$ cat config.mk
export PLATFORM = sky130hd
export DESIGN_NAME = emulador_teclado_flat
export DESIGN_NICKNAME = d
export VERILOG_FILES = /design/src/rtl/emulador_teclado_pkg.sv /design/src/rtl/emulador_teclado_if.sv /design/src/rtl/emulador_teclado_mapa_tecla.sv /design/src/rtl/emulador_teclado.sv /design/src/flat_wrapper.sv
export SDC_FILE = /design/constraint.sdc
export NUM_CORES = 1
export LEC_CHECK = 0
export ABC_AREA = 0
export CAP_MARGIN = 20
export CORE_UTILIZATION = 50
export CTS_BUF_LIST = sky130_fd_sc_hd__clkbuf_2
export CTS_CLUSTER_SIZE = 28
export DETAILED_ROUTE_END_ITERATION = 10
export GPL_TIMING_DRIVEN = 0
export PLACE_DENSITY_LB_ADDON = 0.3
export SYNTH_ARGS = -nofsm -noshare
export SYNTH_HDL_FRONTEND = slang
export SYNTH_SLANG_ARGS = --single-unit
$ cat constraint.sdc
create_clock -name clk -period 2.35 [get_ports clk]
set_input_delay 0.47 -clock clk [delete_from_list [all_inputs] [get_ports clk]]
set_output_delay 0.47 -clock clk [all_outputs]
set_load 0.1 [all_outputs]
$ cat src/rtl/emulador_teclado_pkg.sv
// rtl/emulador_teclado_pkg.sv - shared key-matrix codes and emulator state encoding
package emulador_teclado_pkg;

  localparam logic [3:0] COL_1  = 4'b0001;
  localparam logic [3:0] COL_2  = 4'b0010;
  localparam logic [3:0] COL_3  = 4'b0100;
  localparam logic [3:0] COL_4  = 4'b1000;
  localparam logic [3:0] FILA_1 = 4'b0001;
  localparam logic [3:0] FILA_2 = 4'b0010;
  localparam logic [3:0] FILA_3 = 4'b0100;
  localparam logic [3:0] FILA_4 = 4'b1000;

  localparam logic [1:0] ST_IDLE   = 2'd0;
  localparam logic [1:0] ST_REBOTE = 2'd1;
  localparam logic [1:0] ST_FIRME  = 2'd2;
  localparam logic [1:0] ST_SUELTA = 2'd3;

  typedef struct packed {
    logic [1:0] fila;
    logic [1:0] col;
  } tecla_t;

  function automatic int max3(input int a, input int b, input int c);
    int m;
    m = (a > b) ? a : b;
    return (m > c) ? m : c;
  endfunction

endpackage

$ cat src/rtl/emulador_teclado_if.sv
// rtl/emulador_teclado_if.sv - scan/command bundle between keypad driver and emulator
interface emulador_teclado_if;
  logic [3:0] col;
  logic [3:0] fila;
  logic [3:0] tecla;
  logic       inicio;
  logic       ocupado;
  logic       contacto;
  logic       fin;

  modport master (output col, tecla, inicio, input fila, ocupado, contacto, fin);
  modport slave  (input col, tecla, inicio, output fila, ocupado, contacto, fin);
endinterface

$ cat src/rtl/emulador_teclado_mapa_tecla.sv
// rtl/emulador_teclado_mapa_tecla.sv - row/column index pair to one-hot line codes
module mapa_tecla
  import emulador_teclado_pkg::*;
#(
  parameter logic [3:0] col_1  = COL_1,
  parameter logic [3:0] col_2  = COL_2,
  parameter logic [3:0] col_3  = COL_3,
  parameter logic [3:0] col_4  = COL_4,
  parameter logic [3:0] fila_1 = FILA_1,
  parameter logic [3:0] fila_2 = FILA_2,
  parameter logic [3:0] fila_3 = FILA_3,
  parameter logic [3:0] fila_4 = FILA_4
) (
  input  tecla_t     tecla_i,
  output logic [3:0] col_c_o,
  output logic [3:0] fila_r_o
);

  always_comb begin
    col_c_o = col_1;
    case (tecla_i.col)
      2'd0: col_c_o = col_1;
      2'd1: col_c_o = col_2;
      2'd2: col_c_o = col_3;
      2'd3: col_c_o = col_4;
      default: col_c_o = col_1;
    endcase
  end

  always_comb begin
    fila_r_o = fila_1;
    case (tecla_i.fila)
      2'd0: fila_r_o = fila_1;
      2'd1: fila_r_o = fila_2;
      2'd2: fila_r_o = fila_3;
      2'd3: fila_r_o = fila_4;
      default: fila_r_o = fila_1;
    endcase
  end

endmodule

$ cat src/rtl/emulador_teclado.sv
// rtl/emulador_teclado.sv - passive matrix-keypad emulator: bounce, hold, release per command
module emulador_teclado
  import emulador_teclado_pkg::*;
#(
  parameter logic [3:0] col_1  = COL_1,
  parameter logic [3:0] col_2  = COL_2,
  parameter logic [3:0] col_3  = COL_3,
  parameter logic [3:0] col_4  = COL_4,
  parameter logic [3:0] fila_1 = FILA_1,
  parameter logic [3:0] fila_2 = FILA_2,
  parameter logic [3:0] fila_3 = FILA_3,
  parameter logic [3:0] fila_4 = FILA_4,
  parameter int REBOTE_CICLOS = 4,
  parameter int HOLD_CICLOS   = 8,
  parameter int GAP_CICLOS    = 4
) (
  input  logic                clk,
  input  logic                rst,
  emulador_teclado_if.slave   bus
);

  localparam int CW = $clog2(max3(REBOTE_CICLOS, HOLD_CICLOS, GAP_CICLOS)) + 1;
  localparam logic [CW-1:0] CNT_REBOTE = CW'(REBOTE_CICLOS);
  localparam logic [CW-1:0] CNT_HOLD   = CW'(HOLD_CICLOS);
  localparam logic [CW-1:0] CNT_GAP    = CW'(GAP_CICLOS);
  localparam logic [CW-1:0] CNT_UNO    = CW'(1);

  logic [1:0]    estado_q, estado_d;
  logic [CW-1:0] cnt_q, cnt_d;
  logic          contacto_q, contacto_d;
  logic          fin_q, fin_d;
  tecla_t        tecla_q, tecla_d;
  logic [3:0]    col_c, fila_r;

  mapa_tecla #(
    .col_1(col_1), .col_2(col_2), .col_3(col_3), .col_4(col_4),
    .fila_1(fila_1), .fila_2(fila_2), .fila_3(fila_3), .fila_4(fila_4)
  ) u_mapa (
    .tecla_i  (tecla_q),
    .col_c_o  (col_c),
    .fila_r_o (fila_r)
  );

  // Each phase counter is loaded with the phase length and the phase ends on the cycle it reads 1.
  always_comb begin
    estado_d   = estado_q;
    cnt_d      = cnt_q;
    contacto_d = contacto_q;
    fin_d      = 1'b0;
    tecla_d    = tecla_q;
    case (estado_q)
      ST_IDLE: begin
        if (bus.inicio) begin
          tecla_d    = tecla_t'(bus.tecla);
          contacto_d = 1'b1;
          if (REBOTE_CICLOS == 0) begin
            estado_d = ST_FIRME;
            cnt_d    = CNT_HOLD;
          end else begin
            estado_d = ST_REBOTE;
            cnt_d    = CNT_REBOTE;
          end
        end
      end
      ST_REBOTE: begin
        if (cnt_q == CNT_UNO) begin
          estado_d   = ST_FIRME;
          cnt_d      = CNT_HOLD;
          contacto_d = 1'b1;
        end else begin
          cnt_d      = cnt_q - CNT_UNO;
          contacto_d = ~contacto_q;
        end
      end
      ST_FIRME: begin
        if (cnt_q == CNT_UNO) begin
          estado_d   = ST_SUELTA;
          cnt_d      = CNT_GAP;
          contacto_d = 1'b0;
        end else begin
          cnt_d = cnt_q - CNT_UNO;
        end
      end
      ST_SUELTA: begin
        if (cnt_q == CNT_UNO) begin
          estado_d = ST_IDLE;
          cnt_d    = '0;
          fin_d    = 1'b1;
        end else begin
          cnt_d = cnt_q - CNT_UNO;
        end
      end
      default: estado_d = ST_IDLE;
    endcase
  end

  always_ff @(posedge clk) begin
    if (rst) begin
      estado_q   <= ST_IDLE;
      cnt_q      <= '0;
      contacto_q <= 1'b0;
      fin_q      <= 1'b0;
      tecla_q    <= '0;
    end else begin
      estado_q   <= estado_d;
      cnt_q      <= cnt_d;
      contacto_q <= contacto_d;
      fin_q      <= fin_d;
      tecla_q    <= tecla_d;
    end
  end

  // Rows answer the column scan with no register, like a real contact matrix.
  assign bus.fila     = (contacto_q && ((bus.col & col_c) != 4'b0000)) ? fila_r : 4'b0000;
  assign bus.ocupado  = (estado_q != ST_IDLE);
  assign bus.contacto = contacto_q;
  assign bus.fin      = fin_q;

endmodule

$ cat src/flat_wrapper.sv
// flat-port wrapper written by rule: the top's interface ports become plain ports
module emulador_teclado_flat import emulador_teclado_pkg::*;
#(
  parameter logic [3:0] col_1  = COL_1,
  parameter logic [3:0] col_2  = COL_2,
  parameter logic [3:0] col_3  = COL_3,
  parameter logic [3:0] col_4  = COL_4,
  parameter logic [3:0] fila_1 = FILA_1,
  parameter logic [3:0] fila_2 = FILA_2,
  parameter logic [3:0] fila_3 = FILA_3,
  parameter logic [3:0] fila_4 = FILA_4,
  parameter int REBOTE_CICLOS = 4,
  parameter int HOLD_CICLOS   = 8,
  parameter int GAP_CICLOS    = 4
)
  (clk, rst, bus_col, bus_tecla, bus_inicio, bus_fila, bus_ocupado, bus_contacto, bus_fin);
  emulador_teclado_if bus_i ();
  input  logic clk;
  input  logic rst;
  input wire logic [$bits(bus_i.col)-1:0] bus_col;
  input wire logic [$bits(bus_i.tecla)-1:0] bus_tecla;
  input wire logic [$bits(bus_i.inicio)-1:0] bus_inicio;
  output wire logic [$bits(bus_i.fila)-1:0] bus_fila;
  output wire logic [$bits(bus_i.ocupado)-1:0] bus_ocupado;
  output wire logic [$bits(bus_i.contacto)-1:0] bus_contacto;
  output wire logic [$bits(bus_i.fin)-1:0] bus_fin;
  assign bus_i.col = bus_col;
  assign bus_i.tecla = bus_tecla;
  assign bus_i.inicio = bus_inicio;
  assign bus_fila = bus_i.fila;
  assign bus_ocupado = bus_i.ocupado;
  assign bus_contacto = bus_i.contacto;
  assign bus_fin = bus_i.fin;
  emulador_teclado #(.col_1(col_1), .col_2(col_2), .col_3(col_3), .col_4(col_4), .fila_1(fila_1), .fila_2(fila_2), .fila_3(fila_3), .fila_4(fila_4), .REBOTE_CICLOS(REBOTE_CICLOS), .HOLD_CICLOS(HOLD_CICLOS), .GAP_CICLOS(GAP_CICLOS)) u_core (.clk(clk), .rst(rst), .bus(bus_i));
endmodule
==> results of run 1 <==
==> final cells by class <==
type                            instances  area (um^2)  share of cell area, %
Clock buffer                            3         15.0                   1.53
Sequential cell                        12          244                   24.8
Buffer                                  2         15.0                   1.53
Inverter                                7         26.3                   2.68
Clock inverter                          1         3.75                  0.382
Tap cell                               15         18.8                   1.91
Timing Repair Buffer                   17          161                   16.4
Multi-Input combinational cell         64          498                   50.7
==> worst max-delay path: stages <==
cell and delay (ns):
clkdlybuf4s50_1 0.39, mux4_2 0.48, nand2_2 0.19, nor3b_4 0.06, buf_4 0.24
==> flip-flops by register name (all words and copies together), names as in the netlist <==
| register | flops |
|---|---|
| u_core.bus.fin | 1 |
| u_core.bus.contacto | 1 |
| u_core.tecla_q | 4 |
| u_core.cnt_q | 4 |
| u_core.estado_q | 2 |
==> kinds of logic (layout without fill, tap and decap cells) <==
group                      after synthesis  after routing  synth area share, %
adders and majority gates                8              8                 13.5
DFF                                     12             12                 32.4
AOI/OAI and AO/OA                       18             18                 17.6
buffers and inverters                    9             30                 5.57
muxes                                    3              3                 5.91
and+or+nand+nor                         35             35                 25.0
==> worst min-delay path by stage <==
stage	from	endpoint	slack, ns	cells after the start
2_1_floorplan	u_core.tecla_q[1]$_SDFFE_PP0P_	u_core.tecla_q[1]$_SDFFE_PP0P_	0.44	2
3_3_place_gp	u_core.tecla_q[1]$_SDFFE_PP0P_	u_core.tecla_q[1]$_SDFFE_PP0P_	0.46	2
3_5_place_dp	u_core.tecla_q[1]$_SDFFE_PP0P_	u_core.tecla_q[1]$_SDFFE_PP0P_	0.47	2
4_1_cts	u_core.tecla_q[1]$_SDFFE_PP0P_	u_core.tecla_q[1]$_SDFFE_PP0P_	0.49	2
5_1_grt	u_core.tecla_q[1]$_SDFFE_PP0P_	u_core.tecla_q[1]$_SDFFE_PP0P_	0.52	2
6_report	u_core.tecla_q[1]$_SDFFE_PP0P_	u_core.tecla_q[1]$_SDFFE_PP0P_	0.49	2
==> metal layers <==
metal | vias up | GRT usage (%) | share of wire [%]
met2 | 19 | 36.1 | 48
met1 | 327 | 27.4 | 45
met5 | - | 0 | 0
met4 | 0 | 5.00 | 0.39
met3 | 2 | 10.0 | 6.5
li1 | 343 | - | -
==> report_power, final <==
part	internal [mW]	leakage, nW	switching (mW)	total [mW]
logic	0.275	0.272	0.491	0.767
registers	0.265	0.0989	0.0737	0.338
clock network	0.0369	0.0140	0.0698	0.107
total	0.577	0.385	0.635	1.21
==> placed cells by master (no fill, tap or decap), types with 2 or more instances in the layout <==
cell type | synthesis | layout
or3_1 | 2 | 2
inv_1 | 7 | 7
nor3b_4 | 0 | 2
dfxtp_1 | 12 | 11
nand3_1 | 5 | 5
o21ai_0 | 2 | 2
nor2_1 | 7 | 6
ha_1 | 8 | 8
clkdlybuf4s50_1 | 0 | 12
buf_4 | 0 | 4
clkbuf_2 | 0 | 3
a21oi_1 | 8 | 8
nand2_1 | 10 | 9
==> repair_timing <==
item                       CTS  global route
setup endpoints to repair    5             1
pin swaps                    0             0
buffers inserted             0             0
gates resized for setup     27             2
==> through the flow <==
stage | setup WS (ns) | utilization (%) | power, mW
2_1_floorplan | 0.133 | - | 0.946
3_3_place_gp | -0.812 | 72.7 | 1.08
3_5_place_dp | -0.854 | 72.7 | 1.11
4_1_cts | 0.00455 | 73.5 | 1.21
5_1_grt | 0.00260 | 73.6 | 1.30
6_report | 0.0513 | 73.6 | 1.21
==> flow_summary.json, run 1 <==
{
  "r2r-end": "u_core.estado_q[1]$_SDFFE_PP0P_",
  "yosysWarnings": 0,
  "leakagePower_nw": 0.385,
  "crit_path_start": "bus_col[3]",
  "ys_seq_elements": 12,
  "yosysMostFrequentCell": "dfxtp_1",
  "fin_skew_ns": 0.0151,
  "cp-end-kind": "primary output",
  "timing.fmax_ghz": 0.435,
  "synth_cell_types": 30,
  "wl_mm": 1.55,
  "critPathArrivalTime_ns": 1.83,
  "period_share_pct": 97.8,
  "drc": 0,
  "cts_tree": "yes",
  "p_per_area_nw_per_um2": 1230,
  "tightest_slew_ns": 0.965,
  "design_area_um2": 982,
  "fin_crit_ns": 2.30,
  "synthFlopType": "dfxtp_1",
  "cts.sinks": 12,
  "initial_utilization_pct": 55.5,
  "cts_buffers": 3,
  "drive_above_1_share_pct": 20.8,
  "io_pins": 18,
  "detail_route.iter0.violations": 9,
  "syn_avg_cell_area_um2": 8.71,
  "hold_path_class": "reg2reg",
  "endpoint": "bus_fila[1]",
  "wl_per_cell_um": 12.8,
  "final_cells": 121,
  "ant_nets": 0,
  "fp.dieW_um": 40.5,
  "critPathLaunchType": "primary input",
  "slew_violations": 0,
  "ys_seq_area_share_pct": 32.4,
  "nNetsFinal": 126,
  "place_congestion": 0.789,
  "root_buffer": "clkbuf_2",
  "n_antenna_cell": 0,
  "cp_max_fo": 4,
  "setup_violations": 0,
  "critPathKind": "in2out",
  "syn_inst": 85,
  "syn-num-nets": 104,
  "cts_max_level": 1,
  "holdBufCountCts": 0,
  "clk_pin_slew_ns": 0.12,
  "grt_max_degree": 11,
  "grt_pass1_wl_mm": 2.39,
  "tns_ns": 0,
  "finalHoldWorstSlack_ns": 0.490,
  "regToRegSetupSlack_ns": 0.54,
  "status": "complete, no violations",
  "post_dp_cell_area_um2": 970,
  "grt_use_total_pct": 22.5,
  "core-area_um2": 1330,
  "slew_headroom_pct": 35.5,
  "fillers": 106,
  "vias": 691,
  "synth-edff-count": 0,
  "port_buffers": 17,
  "peakVddDrop_v": 0.000770,
  "rows": 13,
  "maxCapViolCount": 0,
  "antenna_found_initial": 0,
  "drt_pre_antenna_iters": 4,
  "die-area_um2": 1640,
  "die_h_um": 40.5,
  "rsz0062_at_grt": "false",
  "synthArstFlopShare_pct": 0,
  "reg2regPathDepth": 6,
  "place.detailed.hpwl_mm": 1.24,
  "finalHoldViolations": 0,
  "r2r_start": "u_core.estado_q[0]$_SDFFE_PP0P_",
  "synth_commonest_cells": "dfxtp_1 (12), nand2_1 (10), a21oi_1 (8), ha_1 (8)",
  "yosys.area.top_type_share_pct": 32.4,
  "via_per_inst": 5.71,
  "yosysTopAreaCell": "dfxtp_1",
  "netlist_area_um2": 741,
  "clockBufferDepth": 2,
  "clock_latency_ns": 0.28,
  "synthTopCellsByArea": "dfxtp_1 (32%), ha_1 (14%), a21oi_1 (5.4%)",
  "dp.cells": 117,
  "worstPathRequired_ns": 1.88,
  "grt_overflow": 0,
  "syn_to_final_growth_pct": 32.6,
  "grt_pass1_vias": 575
}
No activity file was read; power rests on OpenSTA's default activity.
==> inputs of run 2 (changes only) <==
--- a/config.mk
+++ b/config.mk
@@ -7,7 +7,9 @@
 export LEC_CHECK = 0
 export ABC_AREA = 0
 export CAP_MARGIN = 20
-export CORE_UTILIZATION = 50
+export CELL_PAD_IN_SITES_DETAIL_PLACEMENT = 0
+export CELL_PAD_IN_SITES_GLOBAL_PLACEMENT = 1
+export CORE_UTILIZATION = 37
 export CTS_BUF_LIST = sky130_fd_sc_hd__clkbuf_2
 export CTS_CLUSTER_SIZE = 28
 export DETAILED_ROUTE_END_ITERATION = 10
==> run 2 against run 1 <==
Effect of this change: total power shrank 0.41%; first-iteration DRC count shrank 33%; global-route usage shrank 6.9 points; sequential power is essentially flat; count of clock-buffer cells in the layout is the same; non-clock buffer count is the same; sequential share of layout area shrank 0.31 points.
==> flow_summary.json, run 2 (synthesized netlist as in run 1, its figures left out) <==
{
  "regToRegSetupSlack_ns": 0.54,
  "place_congestion": 0.798,
  "period_share_pct": 98.1,
  "leakagePower_nw": 0.385,
  "post_dp_cell_area_um2": 982,
  "core-area_um2": 1800,
  "fillers": 192,
  "setup_violations": 0,
  "top_regs": "u_core.cnt_q: 4 flops, u_core.tecla_q: 4 flops, u_core.estado_q: 2 flops",
  "detail_route.iter0.violations": 6,
  "worstHoldPathCells": 2,
  "slew_headroom_pct": 35.8,
  "via_per_inst": 5.02,
  "drc": 0,
  "critPathKind": "in2out",
  "grt_overflow": 0,
  "drt_pre_antenna_iters": 4,
  "final_cells": 131,
  "cts_tree": "yes",
  "cts_buffers": 3,
  "final_cell_mix": "clkdlybuf4s50_1 (12), dfxtp_1 (11), nand2_1 (9)",
  "multi_input_area_um2": 498,
  "syn_to_final_growth_pct": 34.3,
  "timing.fmax_ghz": 0.434,
  "reg2regPathDepth": 6,
  "grt_max_degree": 11,
  "grt_pass1_wl_mm": 2.42,
  "clock_latency_ns": 0.27,
  "vias": 657,
  "design_area_um2": 995,
  "ant_nets": 0,
  "place.detailed.hpwl_mm": 1.16,
  "fin_crit_ns": 2.31,
  "regArea_um2": 244,
  "slew_violations": 0,
  "grt_pass1_vias": 569,
  "fin_skew_ns": 0.0105,
  "worstHoldEndpoint": "u_core.tecla_q[1]$_SDFFE_PP0P_",
  "peakVddDrop_v": 0.000599,
  "fp.dieW_um": 46.7,
  "cts.sinks": 12,
  "cp-end-kind": "primary output",
  "grt_use_total_pct": 15.6,
  "root_buffer": "clkbuf_2",
  "n_antenna_cell": 0,
  "initial_utilization_pct": 41.1,
  "dp_slack_ns": -0.859,
  "worstPathRequired_ns": 1.88,
  "r2r-end": "u_core.estado_q[1]$_SDFFE_PP0P_",
  "maxCapViolCount": 0,
  "drive_above_1_share_pct": 20.8,
  "status": "complete, no violations",
  "finalHoldWorstSlack_ns": 0.469,
  "die_h_um": 46.7,
  "wl_per_cell_um": 11.3,
  "wl_mm": 1.48,
  "rsz0062_at_grt": "false",
  "final_common_cell": "clkdlybuf4s50_1",
  "fin_util_pct": 55.2,
  "cp_max_fo": 4,
  "critPathArrivalTime_ns": 1.84,
  "die-area_um2": 2180,
  "worst_slack_ns": 0.0438,
  "holdBufCountCts": 0,
  "finalHoldViolations": 0,
  "rows": 15,
  "tightest_slew_ns": 0.960,
  "antenna_found_initial": 0,
  "hold_path_class": "reg2reg",
  "p_per_area_nw_per_um2": 1210,
  "nNetsFinal": 126,
  "critPathLaunchType": "primary input",
  "cts_max_level": 1,
  "r2r_start": "u_core.estado_q[0]$_SDFFE_PP0P_",
  "clk_pin_slew_ns": 0.11,
  "clockBufferDepth": 2,
  "io_pins": 18,
  "hold_path_startpoint": "u_core.tecla_q[1]$_SDFFE_PP0P_",
  "port_buffers": 17,
  "dp.cells": 127
}
[run 2: final cells by class]
class	count	share of cell area, %
multi-input cells	64	50.1
flip-flops and latches	12	24.5
repair buffers	17	16.2
well taps	25	3.14
inverters	7	2.64
clock buffers	3	1.51
plain buffers	2	1.51
clock inverters	1	0.377
[run 2: how the worst max path moves through the flow]
stage,from,endpoint,slack [ns],depth (start not counted)
global placement,bus_col[1],bus_fila[1],-0.84,5
detailed placement,bus_col[1],bus_fila[2],-0.86,5
global route,bus_col[3],bus_fila[1],0.005,5
finish,bus_col[3],bus_fila[2],0.04,5
CTS,bus_col[3],bus_fila[2],0.03,5
floorplan,bus_col[1],bus_fila[1],0.13,3
[run 2: critical path, cell delays in order]
cell and delay, ns:
clkdlybuf4s50_1 0.39, mux4_2 0.48, nand2_2 0.19, nor3b_4 0.06, buf_4 0.24
[run 2: timing repair]
action                     4_1_cts  5_1_grt
resized for setup               28        0
setup buffers                    0        0
setup endpoints to repair        5        0
[run 2: power breakdown]
| group | switching [mW] | internal [mW] | total, mW | leakage, nW |
|---|---|---|---|---|
| Combinational | 0.488 | 0.276 | 0.764 | 0.272 |
| Clock | 0.0695 | 0.0370 | 0.106 | 0.0140 |
| Sequential | 0.0722 | 0.265 | 0.337 | 0.0989 |
[run 2: through the flow]
stage | setup TNS, ns | total power, mW
after floorplan | 0 | 0.946
after global placement | -3.32 | 1.09
after detailed placement | -3.40 | 1.11
after CTS | 0 | 1.21
after global routing | 0 | 1.31
final | 0 | 1.21
[run 2: routing by layer]
metal	vias to the layer above	track usage (%)	part of all wire, %
met5	-	0	0
met4	0	3.43	0.27
met3	2	5.77	4.1
met2	12	22.5	46
met1	300	22.3	50
li1	343	-	-
==> inputs of run 3 (changes only) <==
--- a/config.mk
+++ b/config.mk
@@ -15,6 +15,7 @@
 export DETAILED_ROUTE_END_ITERATION = 10
 export GPL_TIMING_DRIVEN = 0
 export PLACE_DENSITY_LB_ADDON = 0.3
+export SKIP_CTS_REPAIR_TIMING = 1
 export SYNTH_ARGS = -nofsm -noshare
 export SYNTH_HDL_FRONTEND = slang
 export SYNTH_SLANG_ARGS = --single-unit
==> run 3 against run 2 <==
Effect of this change: final cell count did not move; total power down 0.71%; clock power barely moved; die area did not move; global-route usage did not move; critical path type unchanged.
==> flow_summary.json, run 3 (synthesized netlist as in run 1, its figures left out) <==
{
  "status": "complete, no violations",
  "grt_pass1_wl_mm": 2.42,
  "grt_pass1_vias": 569,
  "fp.dieW_um": 46.7,
  "n_antenna_cell": 0,
  "initial_utilization_pct": 41.1,
  "clockBufferDepth": 2,
  "fin_skew_ns": 0.0105,
  "die-area_um2": 2180,
  "place.detailed.hpwl_mm": 1.16,
  "critPathTopFamily": "buffers and inverters",
  "drt_pre_antenna_iters": 4,
  "final_common_cell": "clkdlybuf4s50_1",
  "top_regs": "u_core.cnt_q: 4 flops, u_core.tecla_q: 4 flops, u_core.estado_q: 2 flops",
  "regToRegSetupSlack_ns": 0.54,
  "root_buffer": "clkbuf_2",
  "worstPathRequired_ns": 1.88,
  "slew_violations": 0,
  "crit_path_start": "bus_col[3]",
  "crit_chain": "clkdlybuf4s50_1, mux4_2, nand2_2, nor3b_4, buf_4",
  "timing.fmax_ghz": 0.434,
  "wl_mm": 1.48,
  "tightest_slew_ns": 0.960,
  "core-area_um2": 1800,
  "finalHoldViolations": 0,
  "nNetsFinal": 126,
  "slew_headroom_pct": 35.8,
  "detail_route.iter0.violations": 6,
  "r2r_start": "u_core.estado_q[0]$_SDFFE_PP0P_",
  "peakVddDrop_v": 0.000599,
  "critPathKind": "in2out",
  "fillers": 194,
  "cts_tree": "yes",
  "maxCapViolCount": 0,
  "finalHoldWorstSlack_ns": 0.469,
  "die_h_um": 46.7,
  "worst_slack_ns": 0.0438,
  "r2r-end": "u_core.estado_q[1]$_SDFFE_PP0P_",
  "cp-end-kind": "primary output",
  "final_cell_mix": "clkdlybuf4s50_1 (12), dfxtp_1 (11), nand2_1 (9)",
  "fin_crit_ns": 2.31,
  "leakagePower_nw": 0.385,
  "io_pins": 18,
  "cp_slowest_cell": "mux4_2",
  "via_per_inst": 5.02,
  "cp.depth": 5,
  "dp_slack_ns": -0.859,
  "critPathArrivalTime_ns": 1.84,
  "p_per_area_nw_per_um2": 1210,
  "period_share_pct": 98.1,
  "hold_path_class": "reg2reg",
  "drive_above_1_share_pct": 20.8,
  "wl_per_cell_um": 11.3,
  "port_buffers": 17,
  "grt_overflow": 0,
  "antenna_found_initial": 0,
  "ant_nets": 0,
  "cts.sinks": 12,
  "grt_max_degree": 11,
  "vias": 657,
  "place_congestion": 0.798,
  "cts_max_level": 1,
  "rows": 15,
  "grt_use_total_pct": 15.6,
  "syn_to_final_growth_pct": 33.4,
  "clk_pin_slew_ns": 0.11,
  "critPathLaunchType": "primary input",
  "slowest_delay_ns": 0.48,
  "reg2regPathDepth": 6,
  "cp_max_fo": 4,
  "endpoint": "bus_fila[2]",
  "critPathBufInv": 2,
  "tns_ns": 0,
  "hold_path_startpoint": "u_core.tecla_q[1]$_SDFFE_PP0P_",
  "drc": 0,
  "rsz0062_at_grt": "false",
  "cts_buffers": 3,
  "setup_violations": 0,
  "clock_latency_ns": 0.27
}
==> run 3: area by class of cell <==
cell class	count	area [um^2]	area share [%]
Buffer	2	15.0	1.52
Clock buffer	3	15.0	1.52
Clock inverter	1	3.75	0.380
Inverter	7	26.3	2.66
Multi-Input combinational cell	64	498	50.4
Sequential cell	12	244	24.7
Tap cell	25	31.3	3.16
Timing Repair Buffer	17	155	15.7
==> run 3: per-layer routing <==
layer	GRT usage [%]	share of wire [%]	up-vias
met3	5.77	4.1	2
met2	22.5	46	12
met4	3.43	0.27	0
met5	0	0	-
li1	-	-	343
met1	22.3	50	300
==> run 3: worst min path at each step <==
stage	end	slack, ns	depth (start not counted)
global route	u_core.tecla_q[1]$_SDFFE_PP0P_	0.49	2
floorplan	u_core.tecla_q[1]$_SDFFE_PP0P_	0.44	2
detailed placement	u_core.tecla_q[1]$_SDFFE_PP0P_	0.45	2
CTS	u_core.tecla_q[1]$_SDFFE_PP0P_	0.47	2
finish	u_core.tecla_q[1]$_SDFFE_PP0P_	0.47	2
global placement	u_core.tecla_q[1]$_SDFFE_PP0P_	0.46	2
==> run 3: where the power goes <==
part	switching (mW)	internal (mW)	leakage (nW)
sequential	0.0722	0.265	0.0989
clock	0.0695	0.0370	0.0140
combinational	0.487	0.268	0.272
==> run 3: worst min-delay path, stage by stage, from the launching register on <==
cell and delay (ns):
dfxtp_1 0.33, nand2_1 0.05, a21oi_1 0.05
==> run 3: through the flow <==
stage	utilization, %	instances	area, um^2	power (mW)
detailed placement	54.5	127	982	1.11
floorplan	-	85	781	0.946
global placement	54.5	127	982	1.09
finish	54.9	131	988	1.20
global route	54.9	131	988	1.30
CTS	55.6	131	1000	1.21
